===== config.mk =====
export PLATFORM = sky130hd
export DESIGN_NAME = pattern_capture_flat
export DESIGN_NICKNAME = d
export VERILOG_FILES = /design/src/rtl/pattern_capture_if.sv /design/src/rtl/pattern_capture.sv /design/src/flat_wrapper.sv
export SDC_FILE = /design/constraint.sdc
export NUM_CORES = 1
export LEC_CHECK = 0
export CELL_PAD_IN_SITES_DETAIL_PLACEMENT = 1
export CELL_PAD_IN_SITES_GLOBAL_PLACEMENT = 1
export CORE_MARGIN = 3
export CORE_UTILIZATION = 51
export DETAILED_ROUTE_END_ITERATION = 7
export GPL_TIMING_DRIVEN = 0
export PLACE_DENSITY_LB_ADDON = 0.1
export SLEW_MARGIN = 5
export SYNTH_ARGS = -nofsm -noshare
export SYNTH_HDL_FRONTEND = slang
export SYNTH_SLANG_ARGS = --single-unit

===== constraint.sdc =====
create_clock -name clk -period 3.1 [get_ports clk]
set_input_delay 0.62 -clock clk [delete_from_list [all_inputs] [get_ports clk]]
set_output_delay 0.62 -clock clk [all_outputs]
set_load 0.05 [all_outputs]

===== src/rtl/pattern_capture_if.sv =====
// rtl/pattern_capture_if.sv - control, sample input and output stream bundle for pattern_capture
interface pattern_capture_if #(
  parameter int WIDTH      = 2,
  parameter int ADDR_WIDTH = 3
);
  logic                  arm;
  logic                  trig;
  logic [WIDTH-1:0]      din;
  logic                  out_ready;
  logic                  busy;
  logic [ADDR_WIDTH:0]   count;
  logic                  out_valid;
  logic [WIDTH-1:0]      out_data;
  logic                  out_last;
  logic                  done;

  // Environment side: drives controls, samples and consumer ready
  modport master (
    output arm, trig, din, out_ready,
    input  busy, count, out_valid, out_data, out_last, done
  );

  // Capture block side
  modport slave (
    input  arm, trig, din, out_ready,
    output busy, count, out_valid, out_data, out_last, done
  );
endinterface


===== src/rtl/pattern_capture.sv =====
// rtl/pattern_capture.sv - step-timed capture buffer that streams captured samples out
module pattern_capture #(
  parameter int WIDTH       = 2,
  parameter int DEPTH       = 8,
  parameter int ADDR_WIDTH  = 3,
  parameter int COUNT_WIDTH = 24,
  parameter int STEP_COUNTS = 6000000 - 1
) (
  input  logic              clk,
  input  logic              rst,
  pattern_capture_if.slave  bus
);

  typedef enum logic [1:0] {
    S_IDLE    = 2'd0,
    S_ARMED   = 2'd1,
    S_CAPTURE = 2'd2,
    S_DUMP    = 2'd3
  } state_t;

  localparam logic [COUNT_WIDTH-1:0] STEP_LAST  = COUNT_WIDTH'(STEP_COUNTS);
  localparam logic [ADDR_WIDTH:0]    COUNT_FULL = (ADDR_WIDTH + 1)'(DEPTH);
  localparam logic [ADDR_WIDTH:0]    COUNT_PREV = (ADDR_WIDTH + 1)'(DEPTH - 1);
  localparam logic [ADDR_WIDTH-1:0]  ADDR_LAST  = ADDR_WIDTH'(DEPTH - 1);

  state_t                 state_q,     state_d;
  logic [ADDR_WIDTH:0]    count_q,     count_d;
  logic [COUNT_WIDTH-1:0] step_q,      step_d;
  logic [ADDR_WIDTH-1:0]  rd_ptr_q,    rd_ptr_d;
  logic [WIDTH-1:0]       rd_data_q,   rd_data_d;
  logic                   rd_vld_q,    rd_vld_d;
  logic                   out_valid_q, out_valid_d;
  logic [WIDTH-1:0]       out_data_q,  out_data_d;
  logic                   out_last_q,  out_last_d;
  logic                   done_q,      done_d;

  logic                   mem_we;
  logic [ADDR_WIDTH-1:0]  mem_waddr;
  logic [WIDTH-1:0]       mem_wdata;
  logic [ADDR_WIDTH-1:0]  rd_ptr_nxt;

  // Sample memory is deliberately not reset; a capture rewrites every entry before the dump
  logic [WIDTH-1:0]       mem [DEPTH];

  assign rd_ptr_nxt = rd_ptr_q + 1'b1;

  // Next-state, step timing, memory write and output-stream sequencing
  always_comb begin
    state_d     = state_q;
    count_d     = count_q;
    step_d      = step_q;
    rd_ptr_d    = rd_ptr_q;
    rd_data_d   = rd_data_q;
    rd_vld_d    = rd_vld_q;
    out_valid_d = out_valid_q;
    out_data_d  = out_data_q;
    out_last_d  = out_last_q;
    done_d      = 1'b0;
    mem_we      = 1'b0;
    mem_waddr   = count_q[ADDR_WIDTH-1:0];
    mem_wdata   = bus.din;

    unique case (state_q)
      S_IDLE: begin
        if (bus.arm) begin
          state_d = S_ARMED;
          count_d = '0;
        end
      end

      S_ARMED: begin
        // Sample 0 is taken on the trigger edge itself
        if (bus.trig) begin
          mem_we    = 1'b1;
          mem_waddr = '0;
          count_d   = (ADDR_WIDTH + 1)'(1);
          step_d    = '0;
          state_d   = S_CAPTURE;
        end
      end

      S_CAPTURE: begin
        if (step_q == STEP_LAST) begin
          step_d  = '0;
          mem_we  = 1'b1;
          count_d = count_q + 1'b1;
          if (count_q == COUNT_PREV) begin
            state_d  = S_DUMP;
            rd_ptr_d = '0;
            rd_vld_d = 1'b0;
          end
        end else begin
          step_d = step_q + 1'b1;
        end
      end

      S_DUMP: begin
        if (out_valid_q) begin
          // The transfer edge also issues the next read, so valid drops for exactly one clock
          if (bus.out_ready) begin
            out_valid_d = 1'b0;
            out_last_d  = 1'b0;
            if (out_last_q) begin
              state_d  = S_IDLE;
              done_d   = 1'b1;
              rd_ptr_d = '0;
            end else begin
              rd_ptr_d  = rd_ptr_nxt;
              rd_data_d = mem[rd_ptr_nxt];
              rd_vld_d  = 1'b1;
            end
          end
        end else if (rd_vld_q) begin
          out_valid_d = 1'b1;
          out_data_d  = rd_data_q;
          out_last_d  = (rd_ptr_q == ADDR_LAST);
          rd_vld_d    = 1'b0;
        end else begin
          // First read of the dump, issued one edge after entering DUMP
          rd_data_d = mem[rd_ptr_q];
          rd_vld_d  = 1'b1;
        end
      end

      default: state_d = S_IDLE;
    endcase
  end

  // Control and output registers, cleared asynchronously by reset
  always_ff @(posedge clk or posedge rst) begin
    if (rst) begin
      state_q     <= S_IDLE;
      count_q     <= '0;
      step_q      <= '0;
      rd_ptr_q    <= '0;
      rd_data_q   <= '0;
      rd_vld_q    <= 1'b0;
      out_valid_q <= 1'b0;
      out_data_q  <= '0;
      out_last_q  <= 1'b0;
      done_q      <= 1'b0;
    end else begin
      state_q     <= state_d;
      count_q     <= count_d;
      step_q      <= step_d;
      rd_ptr_q    <= rd_ptr_d;
      rd_data_q   <= rd_data_d;
      rd_vld_q    <= rd_vld_d;
      out_valid_q <= out_valid_d;
      out_data_q  <= out_data_d;
      out_last_q  <= out_last_d;
      done_q      <= done_d;
    end
  end

  // Sample memory write port
  always_ff @(posedge clk) begin
    if (mem_we) begin
      mem[mem_waddr] <= mem_wdata;
    end
  end

  assign bus.busy      = (state_q != S_IDLE);
  assign bus.count     = count_q;
  assign bus.out_valid = out_valid_q;
  assign bus.out_data  = out_data_q;
  assign bus.out_last  = out_last_q;
  assign bus.done      = done_q;

endmodule


===== src/flat_wrapper.sv =====
// flat-port wrapper written by rule: the top's interface ports become plain ports
module pattern_capture_flat 
#(
  parameter int WIDTH       = 2,
  parameter int DEPTH       = 8,
  parameter int ADDR_WIDTH  = 3,
  parameter int COUNT_WIDTH = 24,
  parameter int STEP_COUNTS = 6000000 - 1
)
  (clk, rst, bus_arm, bus_trig, bus_din, bus_out_ready, bus_busy, bus_count, bus_out_valid, bus_out_data, bus_out_last, bus_done);
  pattern_capture_if #(.WIDTH(WIDTH), .ADDR_WIDTH(ADDR_WIDTH)) bus_i ();
  input  logic clk;
  input  logic rst;
  input wire logic [$bits(bus_i.arm)-1:0] bus_arm;
  input wire logic [$bits(bus_i.trig)-1:0] bus_trig;
  input wire logic [$bits(bus_i.din)-1:0] bus_din;
  input wire logic [$bits(bus_i.out_ready)-1:0] bus_out_ready;
  output wire logic [$bits(bus_i.busy)-1:0] bus_busy;
  output wire logic [$bits(bus_i.count)-1:0] bus_count;
  output wire logic [$bits(bus_i.out_valid)-1:0] bus_out_valid;
  output wire logic [$bits(bus_i.out_data)-1:0] bus_out_data;
  output wire logic [$bits(bus_i.out_last)-1:0] bus_out_last;
  output wire logic [$bits(bus_i.done)-1:0] bus_done;
  assign bus_i.arm = bus_arm;
  assign bus_i.trig = bus_trig;
  assign bus_i.din = bus_din;
  assign bus_i.out_ready = bus_out_ready;
  assign bus_busy = bus_i.busy;
  assign bus_count = bus_i.count;
  assign bus_out_valid = bus_i.out_valid;
  assign bus_out_data = bus_i.out_data;
  assign bus_out_last = bus_i.out_last;
  assign bus_done = bus_i.done;
  pattern_capture #(.WIDTH(WIDTH), .DEPTH(DEPTH), .ADDR_WIDTH(ADDR_WIDTH), .COUNT_WIDTH(COUNT_WIDTH), .STEP_COUNTS(STEP_COUNTS)) u_core (.clk(clk), .rst(rst), .bus(bus_i));
endmodule

; ---- Yosys cells after proc, flatten, opt, wreduce, memory -nomap -nowiden
; Memories as Yosys holds them, arrays and structs flattened.
; Index checks and enable logic that the tools add are counted.
[op_classes]
add_sub_neg = 3
multipliers = 0
n_div = 0
order_cmp = 0
eq_ne = 18
shifts = 0
mux = 49
bitwise = 1
reduce_logical = 14
[op_table]
columns = operator, n
row1 = 24-bit two-way mux, 2
row2 = 24-bit one-hot mux with 2 select lines, 1
row3 = "24-bit by 1-bit adder with 24-bit output, second input constant", 1
row4 = "24-bit by 23-bit equality test with 1-bit output, second input constant", 1
row5 = 2-bit two-way mux, 11
row6 = 3-bit two-way mux, 7
row7 = 1-bit two-way mux, 20
row8 = 4-bit two-way mux, 3
row9 = "2-bit inequality test, second input constant", 6
row10 = 4-bit one-hot mux with 3 select lines, 1
row11 = 5-bit AND reduction, 2
row12 = "2-bit by 1-bit inequality test with 1-bit output, second input constant", 4
row13 = 2-bit one-hot mux with 4 select lines, 1
row14 = 4-bit AND reduction, 2
row15 = 2-bit nonzero test, 4
row16 = 7-bit AND reduction, 1
row17 = "3-bit inequality test, second input constant", 2
row18 = 3-bit one-hot mux with 2 select lines, 1
row19 = 3-bit AND reduction, 2
row20 = "4-bit by 1-bit adder with 4-bit output, second input constant", 1
row21 = "2-bit equality test, second input constant", 2
row22 = "4-bit by 3-bit equality test with 1-bit output, second input constant", 1
row23 = 1-bit one-hot mux with 2 select lines, 2
row24 = "3-bit by 1-bit adder with 3-bit output, second input constant", 1
row25 = 6 further kinds, 6
[word_totals]
regBits = 41
latchBits = 0
mem_bits_rw = 16
romBits = 0
output_inout_bits = 10
wordCells = 96
mem_count = 1
[memory_table]
columns = name, depth, word_bits, rd, rd_ports_with_merged_regs, wr, line_no
row1 = u_core.mem, 8, 2, 2, 0, 1, pattern_capture.sv:43  ; logic [WIDTH-1:0] mem [DEPTH];

; ---- Longest topological paths before layout
; Gate-level depths: netlist of run 1.
[depth]
ltp_word = 5
depth_mapped = 8
mapped_depth_nobuf = 7

; ---- Least setup slack after synthesis of run 1
; Ideal clock, no wire load.
[synth_timing]
path_type = reg2reg
from = register u_core.rd_ptr_q[1]
to = register u_core.rd_data_q[0]
setup_ps = 125
arrival_time_ps = 1988
required_time_ps = 2975
path_slack_ps = 987
stages_incl_launch_ff = 7
cell_sequence = dfrtp_1 -> ha_1 -> clkbuf_1 -> mux4_2 -> mux2i_1 -> a21oi_1 -> mux2_2
[synth_via]
elab_chain_len = 5
[synth_lines]
columns = item, line_no
row1 = from (decl), pattern_capture.sv:29  ; logic [ADDR_WIDTH-1:0] rd_ptr_q, rd_ptr_d;
row2 = from (signal assigned), pattern_capture.sv:146  ; rd_ptr_q <= rd_ptr_d;
row3 = 3-bit by 1-bit adder with 3-bit output, pattern_capture.sv:45  ; assign rd_ptr_nxt = rd_ptr_q + 1'b1;
row4 = memory read 8 x 2 bit *, --
row5 = 2-bit two-way mux, pattern_capture.sv:103  ; if (out_last_q) begin
row6 = 2-bit two-way mux, pattern_capture.sv:100  ; if (bus.out_ready) begin
row7 = 2-bit two-way mux *, pattern_capture.sv:98  ; if (out_valid_q) begin
row8 = to (signal assigned), pattern_capture.sv:147  ; rd_data_q <= rd_data_d;
row9 = to (decl), pattern_capture.sv:30  ; logic [WIDTH-1:0] rd_data_q, rd_data_d;
; Every way passes the cells marked *; elsewhere a longest branch is shown, timed or not. The select of a mux whose other input is x is not followed.
; A chain may end at the register's enable or synchronous reset.

; ---- Worst setup path after layout of run 1
[layout_timing]
from = register u_core.state_q[0]
to = memory u_core.mem[1][1], enable pin
[layout_via]
elab_chain_len = 4
[layout_lines]
columns = item, line_no
row1 = from (decl), pattern_capture.sv:26  ; state_t state_q, state_d;
row2 = from (signal assigned), pattern_capture.sv:143  ; state_q <= state_d;
row3 = 2-bit equality test / 2-bit by 1-bit equality test with 1-bit output (equally long branches), pattern_capture.sv:63  ; unique case (state_q)
row4 = 1-bit one-hot mux with 2 select lines, pattern_capture.sv:63
row5 = 1-bit two-way mux, pattern_capture.sv:158  ; if (mem_we) begin
row6 = 1-bit two-way mux (implied by the code), pattern_capture.sv:159  ; mem[mem_waddr] <= mem_wdata;
row7 = to (decl), pattern_capture.sv:43
; Parallel ways exist; a longest one is shown, timed or not.

==> results of run 1 <==
report_power, final:
group / switching, mW / internal [mW] / total, mW / leakage, nW
logic: 0.823 / 0.453 / 1.28 / 0.662
clock network: 0.321 / 0.362 / 0.683 / 0.0978
registers: 0.0851 / 0.880 / 0.965 / 0.692
total: 1.23 / 1.69 / 2.92 / 1.45
sequential cells by signal, indices dropped and copies added (netlist names):
| register | count |
|---|---|
| u_core.rd_ptr_q | 3 |
| u_core.bus.out_last | 1 |
| u_core.rd_data_q | 2 |
| u_core.rd_vld_q | 1 |
| u_core.bus.done | 1 |
| u_core.bus.count | 4 |
| u_core.bus.out_valid | 1 |
| u_core.mem | 16 |
| u_core.bus.out_data | 2 |
| u_core.state_q | 2 |
| u_core.step_q | 24 |
cells in the mapped netlist, drive strengths merged, types with 2 or more instances:
master   n
nand4   17
nor2b    7
clkbuf   9
nand2b   6
o21ai    8
edfxtp  16
and3     4
mux2i    8
o211ai   2
nand3   18
nor2    29
buf      5
a211oi   7
nor3     8
xor2    10
inv     13
and2     2
dfrtp   41
a21oi   12
nand3b   2
mux2    10
nand2   29
mux4     8
a31oi    2
ha       9
a22o     2
nor4     6
layer usage:
| layer | wire [um] | GRT usage (%) | part of all wire, % | up-vias |
|---|---|---|---|---|
| met5 | 0 | 0 | 0 | - |
| met1 | 3840 | 35.0 | 45 | 1313 |
| met3 | 325 | 5.53 | 3.8 | 15 |
| li1 | - | - | - | 1183 |
| met4 | 164 | 10.9 | 1.9 | 0 |
| met2 | 4220 | 41.2 | 49 | 65 |
metrics by stage:
step	instances	area [um^2]	hold WS (ns)	worst slack, ns	total power [mW]
3_5_place_dp	398	3480	0.498	0.356	2.24
6_report	414	3660	0.512	0.440	2.92
3_3_place_gp	397	3460	0.487	0.391	2.16
2_1_floorplan	306	3200	0.464	0.987	1.86
5_1_grt	414	3660	0.521	0.250	3.10
4_1_cts	414	3660	0.505	0.479	2.93
worst max path at each step:
| stage | start | end | slack [ns] |
|---|---|---|---|
| floorplan | u_core.rd_ptr_q[1] | u_core.rd_data_q[0] | 0.99 |
| global placement | bus_trig | u_core.step_q[21] | 0.39 |
| detailed placement | bus_trig | u_core.step_q[7] | 0.36 |
| CTS | u_core.state_q[0] | u_core.mem[1][0] | 0.48 |
| global route | u_core.state_q[1] | u_core.step_q[23] | 0.25 |
| finish | u_core.state_q[0] | u_core.mem[1][1] | 0.44 |
logic make-up after synthesis:
kind of cell | count (synthesis) | share of synthesized area, %
AOI/OAI and AO/OA | 42 | 9.61
adders and majority gates | 9 | 3.51
buffers and inverters | 27 | 3.40
and+or+nand+nor | 134 | 21.8
muxes | 26 | 11.6
DFF | 57 | 47.0
xor gates and xnor gates | 11 | 3.01
cells in the final DEF (no fill, tap or decap), drive strengths merged, types with 9 or more instances in the layout:
cell,count
a21oi,12
nand3,18
nand4,17
edfxtp,16
inv,13
nand2,29
ha,9
dfrtp,41
xor2,10
clkbuf,18
nor2,29
mux2,10
clkdlybuf4s50,16
area by class of cell:
type / instances / area [um^2] / area share, %
clock inverters: 7 / 61.3 / 1.67
well taps: 75 / 93.8 / 2.56
multi-input cells: 222 / 1590 / 43.4
plain buffers: 14 / 60.1 / 1.64
repair buffers: 17 / 180 / 4.92
inverters: 13 / 48.8 / 1.33
flip-flops and latches: 57 / 1510 / 41.1
clock buffers: 9 / 124 / 3.38
==> flow_metrics.py, run 1 <==
metrics = {
    "timing": {
        "slew_headroom_pct": 40.9,
        "fin_tns_setup_ns": 0,
        "rsz0062_at_grt": "false",
        "hold_violations": 0,
        "min_period_over_period_pct": 85.8,
        "final-max-slew-violation-count": 0,
        "finalSetupViolCount": 0,
        "fin_worst_skew_ns": 0.0109,
        "fmax_mhz": 376,
        "min_period_ns": 2.66,
        "worst_slew_pin_slew_ns": 0.878,
    },
    "power": {
        "power_density_nw_per_um2": 798,
        "p_leak_nw": 1.45,
        "peakVddDrop_v": 0.000441,
    },
    "layout": {
        "num_antenna_cells": 0,
        "nets": 350,
        "drive_above_1_share_pct": 14.2,
        "fillers": 668,
        "final_core_util_pct": 61.2,
        "syn_to_final_growth_pct": 14.3,
    },
    "floorplan": {
        "ios": 17,
        "core-area_um2": 5990,
        "initial_core_util_pct": 53.5,
        "die_area_um2": 7270,
        "row_count": 28,
        "dieWidth_um": 85.3,
        "chipHeight_um": 85.3,
    },
    "worst_setup_path": {
        "worst_setup_path_end_kind": "flop",
        "rr_startpoint": "u_core.state_q[0]",
        "r2r_end": "u_core.mem[1][1]",
        "path_cells": "inv_1, ha_1, clkbuf_1, nand2_1, a21oi_1, nand4_1, nor3_1",
        "crit_path_top_delay_cell": "nor3_1",
        "worst-path-max-fanout": 10,
        "start_kind": "flop",
        "r2r_cells": 7,
        "crit_family": "simple AND/OR/NAND/NOR gates",
        "cp_num_cells": 7,
        "cpPeakStageDelay_ns": 0.45,
        "critPathRequiredTime_ns": 3.09,
        "cp_num_buf_inv": 2,
        "rrSetupSlack_ns": 0.44,
        "critical_path_arrival_ns": 2.65,
        "crit_type": "reg -> reg",
    },
    "logic_synthesis": {
        "synth_nets": 322,
        "yosys.area.top_type": "dfrtp_1",
        "syn_area_per_cell_um2": 10.5,
        "yosysWarnings": 0,
        "synthFlopType": "dfrtp_1",
        "synth_edf_count": 16,
        "synth.distinct_cells": 49,
        "synthTopCellsByArea": "dfrtp_1 32%, edfxtp_1 15%, mux4_2 5.6%",
        "synthArstFlopShare_pct": 71.9,
        "syn_area_um2": 3200,
        "ys_seq_elements": 57,
        "ys_seq_area_share_pct": 47.0,
        "synth_top_area_share_pct": 32.0,
        "netlist_instances": 306,
    },
    "clock_network": {
        "worst_skew_pair.late_latency_ns": 0.35,
        "post_cts_resized": 0,
        "numCtsBuffers": 9,
        "clockBufferDepth": 2,
        "path_clk_slew_ns": 0.07,
        "cts_root_buf": "clkbuf_8",
        "tritoncts": "yes",
        "postCtsSetupBuffers": 0,
        "hold_buffers": 0,
        "htreeDepth": 3,
        "cts.sinks": 57,
    },
    "place": {
        "io_buffer_count": 16,
        "globalplace.congestion": 0.803,
        "place_hpwl_um": 6150,
    },
    "job": {
        "drv_cap": 0,
    },
    "hold_path": {
        "min_delay_path_depth": 1,
        "holdPathEnd": "u_core.bus.out_data[1]",
        "min_path_type": "reg -> reg",
        "min_from": "u_core.bus.out_data[1]",
    },
    "global_routing": {
        "antenna_found_initial": 0,
        "grt_pass1_wl_um": 14600,
        "grt_use_total_pct": 26.1,
        "grt_overflow_total": 0,
        "grt_pass1_vias": 2824,
        "grt_max_degree": 28,
    },
    "route": {
        "via_per_inst": 6.22,
        "drc_errors": 0,
        "num_vias": 2576,
        "first_pass_iters": 4,
        "drt-total-wl_um": 8560,
        "ant_nets": 0,
        "drt_iter0_markers": 193,
        "wl_per_cell_um": 20.7,
    },
    "run_status": {
        "status": "complete, no violations",
    },
}
Note: power is estimated with default switching activity, not from simulation.
==> run 2, diff against run 1 <==
CORE_ASPECT_RATIO = 1.2   (was default)
GPL_TIMING_DRIVEN = default   (was 0)
==> run 2 against run 1 <==
Effect of this change:
- cell area down 0.51%
- global-route usage shrank 1.5 points
- sequential power is 7% higher
- maximum frequency up 2.3%
- setup slack better by 0.059 ns
- final cell count shrank 1.2%
- sequential share of layout area rose by 0.21 points
- non-clock buffer count shrank 12
- largest power group unchanged
- count of clock-buffer cells in the layout grew 3
- power is 0.11% lower
==> flow_metrics.py, run 2 (synthesis results as in run 1) <==
metrics = {
    "run_status": {
        "status": "complete, no violations",
    },
    "place": {
        "io_buffer_count": 16,
        "placed_area_um2": 3430,
        "place_hpwl_um": 5810,
        "globalplace.congestion": 0.810,
    },
    "worst_setup_path": {
        "crit_family": "buffers and inverters",
        "critical_path_arrival_ns": 1.98,
        "start_kind": "flop",
        "cpPeakStageDelay_ns": 0.81,
        "path_cells": "inv_1, ha_1, inv_1, clkdlybuf4s50_1",
        "critPathRequiredTime_ns": 2.48,
        "cp_num_buf_inv": 3,
        "path_common_cell": "inv_1",
        "crit_type": "reg -> out",
        "worst_setup_path_end_kind": "output port",
        "worst-path-max-fanout": 4,
        "crit_path_top_delay_cell": "clkdlybuf4s50_1",
    },
    "timing": {
        "fin_worst_skew_ns": 0.00618,
        "fin_tns_setup_ns": 0,
        "min_period_ns": 2.60,
        "slew_headroom_pct": 38.7,
        "min_period_over_period_pct": 83.9,
        "finalSetupViolCount": 0,
        "rsz0062_at_grt": "false",
        "fmax_mhz": 385,
        "hold_violations": 0,
        "worst_slew_pin_slew_ns": 0.912,
        "final-max-slew-violation-count": 0,
    },
    "global_routing": {
        "grt_pass1_vias": 2646,
        "grt_pass1_wl_um": 13600,
        "grt_overflow_total": 0,
        "grt_max_degree": 42,
        "antenna_found_initial": 0,
        "grt_use_total_pct": 24.6,
    },
    "layout": {
        "regMostFlops": "u_core.step_q",
        "largest_reg_flops": 24,
        "nets": 338,
        "syn_to_final_growth_pct": 13.7,
        "layout_commonest_cell": "dfrtp_1",
        "fin_area_um2": 3640,
        "multi_input_area_um2": 1590,
        "regArea_um2": 1510,
        "num_antenna_cells": 0,
        "mostFrequentLayoutCells": "41 x dfrtp_1, 29 x nand2_1, 29 x nor2_1",
        "drive_above_1_share_pct": 13.5,
        "fillers": 680,
    },
    "clock_network": {
        "clockBufferDepth": 2,
        "cts.sinks": 57,
        "tritoncts": "yes",
        "path_clk_slew_ns": 0.07,
        "worst_skew_pair.late_latency_ns": 0.33,
        "numCtsBuffers": 9,
        "cts_root_buf": "clkbuf_8",
        "hold_buffers": 0,
        "post_cts_resized": 0,
        "postCtsSetupBuffers": 0,
        "htreeDepth": 3,
    },
    "floorplan": {
        "row_count": 31,
        "initial_core_util_pct": 53.0,
        "dieWidth_um": 78.4,
        "core-area_um2": 6050,
        "die_area_um2": 7270,
        "chipHeight_um": 92.8,
        "ios": 17,
    },
    "power": {
        "total_power_mw": 2.92,
        "p_leak_nw": 1.43,
        "power_density_nw_per_um2": 801,
        "peakVddDrop_v": 0.000410,
    },
    "route": {
        "wl_per_cell_um": 19.6,
        "drc_errors": 0,
        "via_per_inst": 6.00,
        "ant_nets": 0,
        "drt_iter0_markers": 161,
        "first_pass_iters": 4,
        "num_vias": 2452,
        "drt-total-wl_um": 8010,
    },
    "hold_path": {
        "min_path_type": "reg -> reg",
    },
    "job": {
        "drv_cap": 0,
    },
}
run 2: cell type report:
cell class              count  area share (%)
flip-flops and latches     57            41.3
inverters                  13            1.34
repair buffers             19            5.01
multi-input cells         222            43.6
well taps                  82            2.81
clock buffers              12            4.57
clock inverters             4            1.34
run 2: worst paths after layout:
| path | endpoint | slack (ns) | depth (start not counted) | from |
|---|---|---|---|---|
| max in group asynchronous | u_core.step_q[3] | 1.99 | 3 | rst |
| setup reg to reg | u_core.step_q[18] | 0.69 | 6 | u_core.state_q[0] |
| min in group asynchronous | u_core.rd_ptr_q[2] | 0.74 | 3 | rst |
| setup / recovery | bus_busy | 0.50 | 4 | u_core.state_q[0] |
| hold / removal | u_core.bus.out_data[0] | 0.51 | 1 | u_core.bus.out_data[0] |
| hold reg to reg | u_core.bus.out_data[0] | 0.51 | 1 | u_core.bus.out_data[0] |
run 2: worst register-to-register path, cell delays in order, from the launching register on:
cell and delay (ns):
dfrtp_1 0.41, inv_1 0.12, ha_1 0.52, inv_1 0.27, a211oi_2 0.69, nand3_1 0.16, mux2i_1 0.16
run 2: per-stage QoR:
step,hold WS [ns],setup WS (ns),instances,util [%]
4_1_cts,0.508,0.481,409,60.2
3_5_place_dp,0.493,0.635,393,56.7
3_3_place_gp,0.487,0.725,393,56.7
6_report,0.505,0.499,409,60.2
5_1_grt,0.526,0.422,409,60.2
2_1_floorplan,0.464,0.987,306,-
run 2: where the power goes:
part | total [mW] | internal [mW] | leakage, nW | switching, mW
registers | 1.03 | 0.879 | 0.692 | 0.150
clock network | 0.750 | 0.441 | 0.111 | 0.309
logic | 1.14 | 0.434 | 0.628 | 0.707
total | 2.92 | 1.75 | 1.43 | 1.17
run 2: layer usage:
layer | vias to the layer above | wire length [um] | track usage, %
li1 | 1159 | - | -
met2 | 30 | 4300 | 44.2
met5 | - | 0 | 0
met4 | 0 | 186 | 9.77
met1 | 1248 | 3340 | 28.4
met3 | 15 | 179 | 5.25
==> run 3, diff against run 2 <==
CORE_UTILIZATION = 43   (was 51)
clock period = 2.2 ns   (was 3.1 ns; I/O delays follow)
==> run 3 against run 2 <==
Effect of this change:
- clock skew rose by 0.0011 ns
- setup slack got worse by 0.40 ns
- utilization fell by 5.0 points
- sequential share of layout area fell by 2.5 points
- sequential cell count did not move
- first-iteration DRC count fell by 32%
- largest cell class unchanged
==> flow_metrics.py, run 3 (synthesis results as in run 1) <==
metrics = {
    "run_status": {
        "status": "complete, no violations",
    },
    "place": {
        "io_buffer_count": 16,
        "globalplace.congestion": 0.780,
        "placed_area_um2": 3660,
        "place_hpwl_um": 6070,
        "place_ws_ns": 0.0434,
        "dp.cells": 426,
    },
    "global_routing": {
        "grt_pass1_wl_um": 13900,
        "met3_usage_pct": 5.15,
        "antenna_found_initial": 0,
        "grtUsageMet2_pct": 36.8,
        "gr-max-usage-layer": "met2",
        "met1_usage_pct": 25.3,
        "grt_use_total_pct": 20.9,
        "grt_max_degree": 42,
        "grt_overflow_total": 0,
        "grt_pass1_vias": 2767,
    },
    "worst_setup_path": {
        "r2r_end": "u_core.mem[0][0]",
        "crit_path_top_delay_cell": "clkdlybuf4s50_1",
        "critPathRequiredTime_ns": 1.76,
        "rrSetupSlack_ns": 0.16,
        "cp_num_buf_inv": 1,
        "r2r_cells": 6,
        "crit_type": "reg -> out",
        "worst_setup_path_end_kind": "output port",
        "crit_family": "buffers and inverters",
        "worst-path-max-fanout": 6,
        "start_kind": "flop",
        "cpPeakStageDelay_ns": 0.85,
        "path_cells": "clkdlybuf4s50_1",
        "rr_startpoint": "u_core.step_q[0]",
        "critical_path_arrival_ns": 1.66,
    },
    "layout": {
        "fin_area_um2": 3880,
        "final_core_util_pct": 55.3,
        "drive_above_1_share_pct": 21.1,
        "mostFrequentLayoutCells": "41 x dfrtp_1, 31 x buf_4, 29 x nand2_1, 29 x nor2_1, 17 x nand4_1",
        "regArea_um2": 1510,
        "layout_commonest_cell": "dfrtp_1",
        "syn_to_final_growth_pct": 21.0,
        "num_antenna_cells": 0,
        "fillers": 791,
        "fin_cells": 442,
        "nets": 366,
        "multi_input_area_um2": 1600,
        "largest_reg_flops": 24,
        "regMostFlops": "u_core.step_q",
    },
    "route": {
        "drt_iter0_markers": 109,
        "drc_errors": 0,
        "num_vias": 2531,
        "drt-total-wl_um": 8150,
        "wl_per_cell_um": 18.4,
        "ant_nets": 0,
        "first_pass_iters": 4,
        "via_per_inst": 5.73,
    },
    "clock_network": {
        "cts.sinks": 57,
        "htreeDepth": 3,
        "numCtsBuffers": 9,
        "path_clk_slew_ns": 0.07,
        "worst_skew_pair.late_latency_ns": 0.34,
        "tritoncts": "yes",
        "postCtsSetupBuffers": 0,
        "cts_root_buf": "clkbuf_8",
        "clockBufferDepth": 2,
    },
    "timing": {
        "min_period_over_period_pct": 95.5,
        "rsz0062_at_grt": "false",
        "hold_violations": 0,
        "worst_slew_pin_slew_ns": 0.520,
        "slew_headroom_pct": 65.2,
        "min_period_ns": 2.10,
        "fin_ws_ns": 0.0998,
        "fin_worst_skew_ns": 0.00730,
        "final-max-slew-violation-count": 0,
        "fin_tns_setup_ns": 0,
        "finalSetupViolCount": 0,
        "fmax_mhz": 476,
    },
    "power": {
        "p_leak_nw": 1.59,
        "power_density_nw_per_um2": 1130,
        "peakVddDrop_v": 0.000532,
    },
    "floorplan": {
        "ios": 17,
        "initial_core_util_pct": 45.7,
        "chipHeight_um": 101,
        "core-area_um2": 7020,
        "row_count": 33,
        "dieWidth_um": 84.8,
        "die_area_um2": 8530,
    },
    "job": {
        "drv_cap": 0,
    },
    "hold_path": {
        "min_path_type": "in -> async",
    },
}
run 3: changes by cell type in the layout (fill, tap and decap cells not counted), moves of 2 or more:
| cell | delta |
|---|---|
| nor3_2 | +2 |
| nor3_1 | -2 |
| clkdlybuf4s50_1 | -2 |
| buf_4 | +28 |
run 3: timing repair:
item,in CTS,in global routing
hold endpoints to repair,0,0
hold buffers,0,0
resized for setup,0,3
endpoints found under the setup margin,0,10
run 3: cell type report:
type	count	area share, %
clock buffer	10	3.29
clock inverter	6	2.13
inverter	13	1.26
multi-input combinational	222	41.2
sequential	57	38.8
tap	87	2.81
timing repair buffer	47	10.5
run 3: per-stage QoR:
stage / total power, mW / hold WS, ns
after floorplan: 2.62 / 0.464
after global placement: 3.27 / 0.490
after detailed placement: 3.31 / 0.494
after CTS: 4.41 / 0.432
after global routing: 4.64 / 0.441
final: 4.36 / 0.435
run 3: layer usage:
metal  part of all wire, %  vias to the layer above
met5                     0                        -
met4                   1.3                        0
li1                      -                     1211
met1                    44                     1292
met2                    53                       21
met3                   2.0                        7
run 3: where the power goes:
group	total, mW	switching (mW)	leakage [nW]	internal (mW)
sequential	1.36	0.119	0.692	1.24
combinational	1.94	1.14	0.792	0.798
clock	1.07	0.435	0.106	0.631
run 3: worst max-delay path by stage:
| stage | startpoint | endpoint | slack (ns) | depth (start not counted) |
|---|---|---|---|---|
| after floorplan | u_core.rd_ptr_q[1] | u_core.rd_data_q[0] | 0.09 | 6 |
| after global placement | bus_trig | u_core.bus.count[0] | 0.09 | 8 |
| after detailed placement | bus_trig | u_core.step_q[6] | 0.04 | 6 |
| after CTS | u_core.bus.count[1] | bus_count[1] | 0.03 | 1 |
| after global routing | u_core.state_q[1] | u_core.step_q[6] | 0.005 | 7 |
| final | u_core.bus.count[0] | bus_count[0] | 0.1 | 1 |
run 3: worst register-to-register path, cell delays in order (launching register included):
cell and delay [ns]:
dfrtp_1 0.40, ha_1 0.25, nand3_2 0.15, nor4_1 0.34, nand2_1 0.13, o41ai_1 0.29
and2_1 0.21
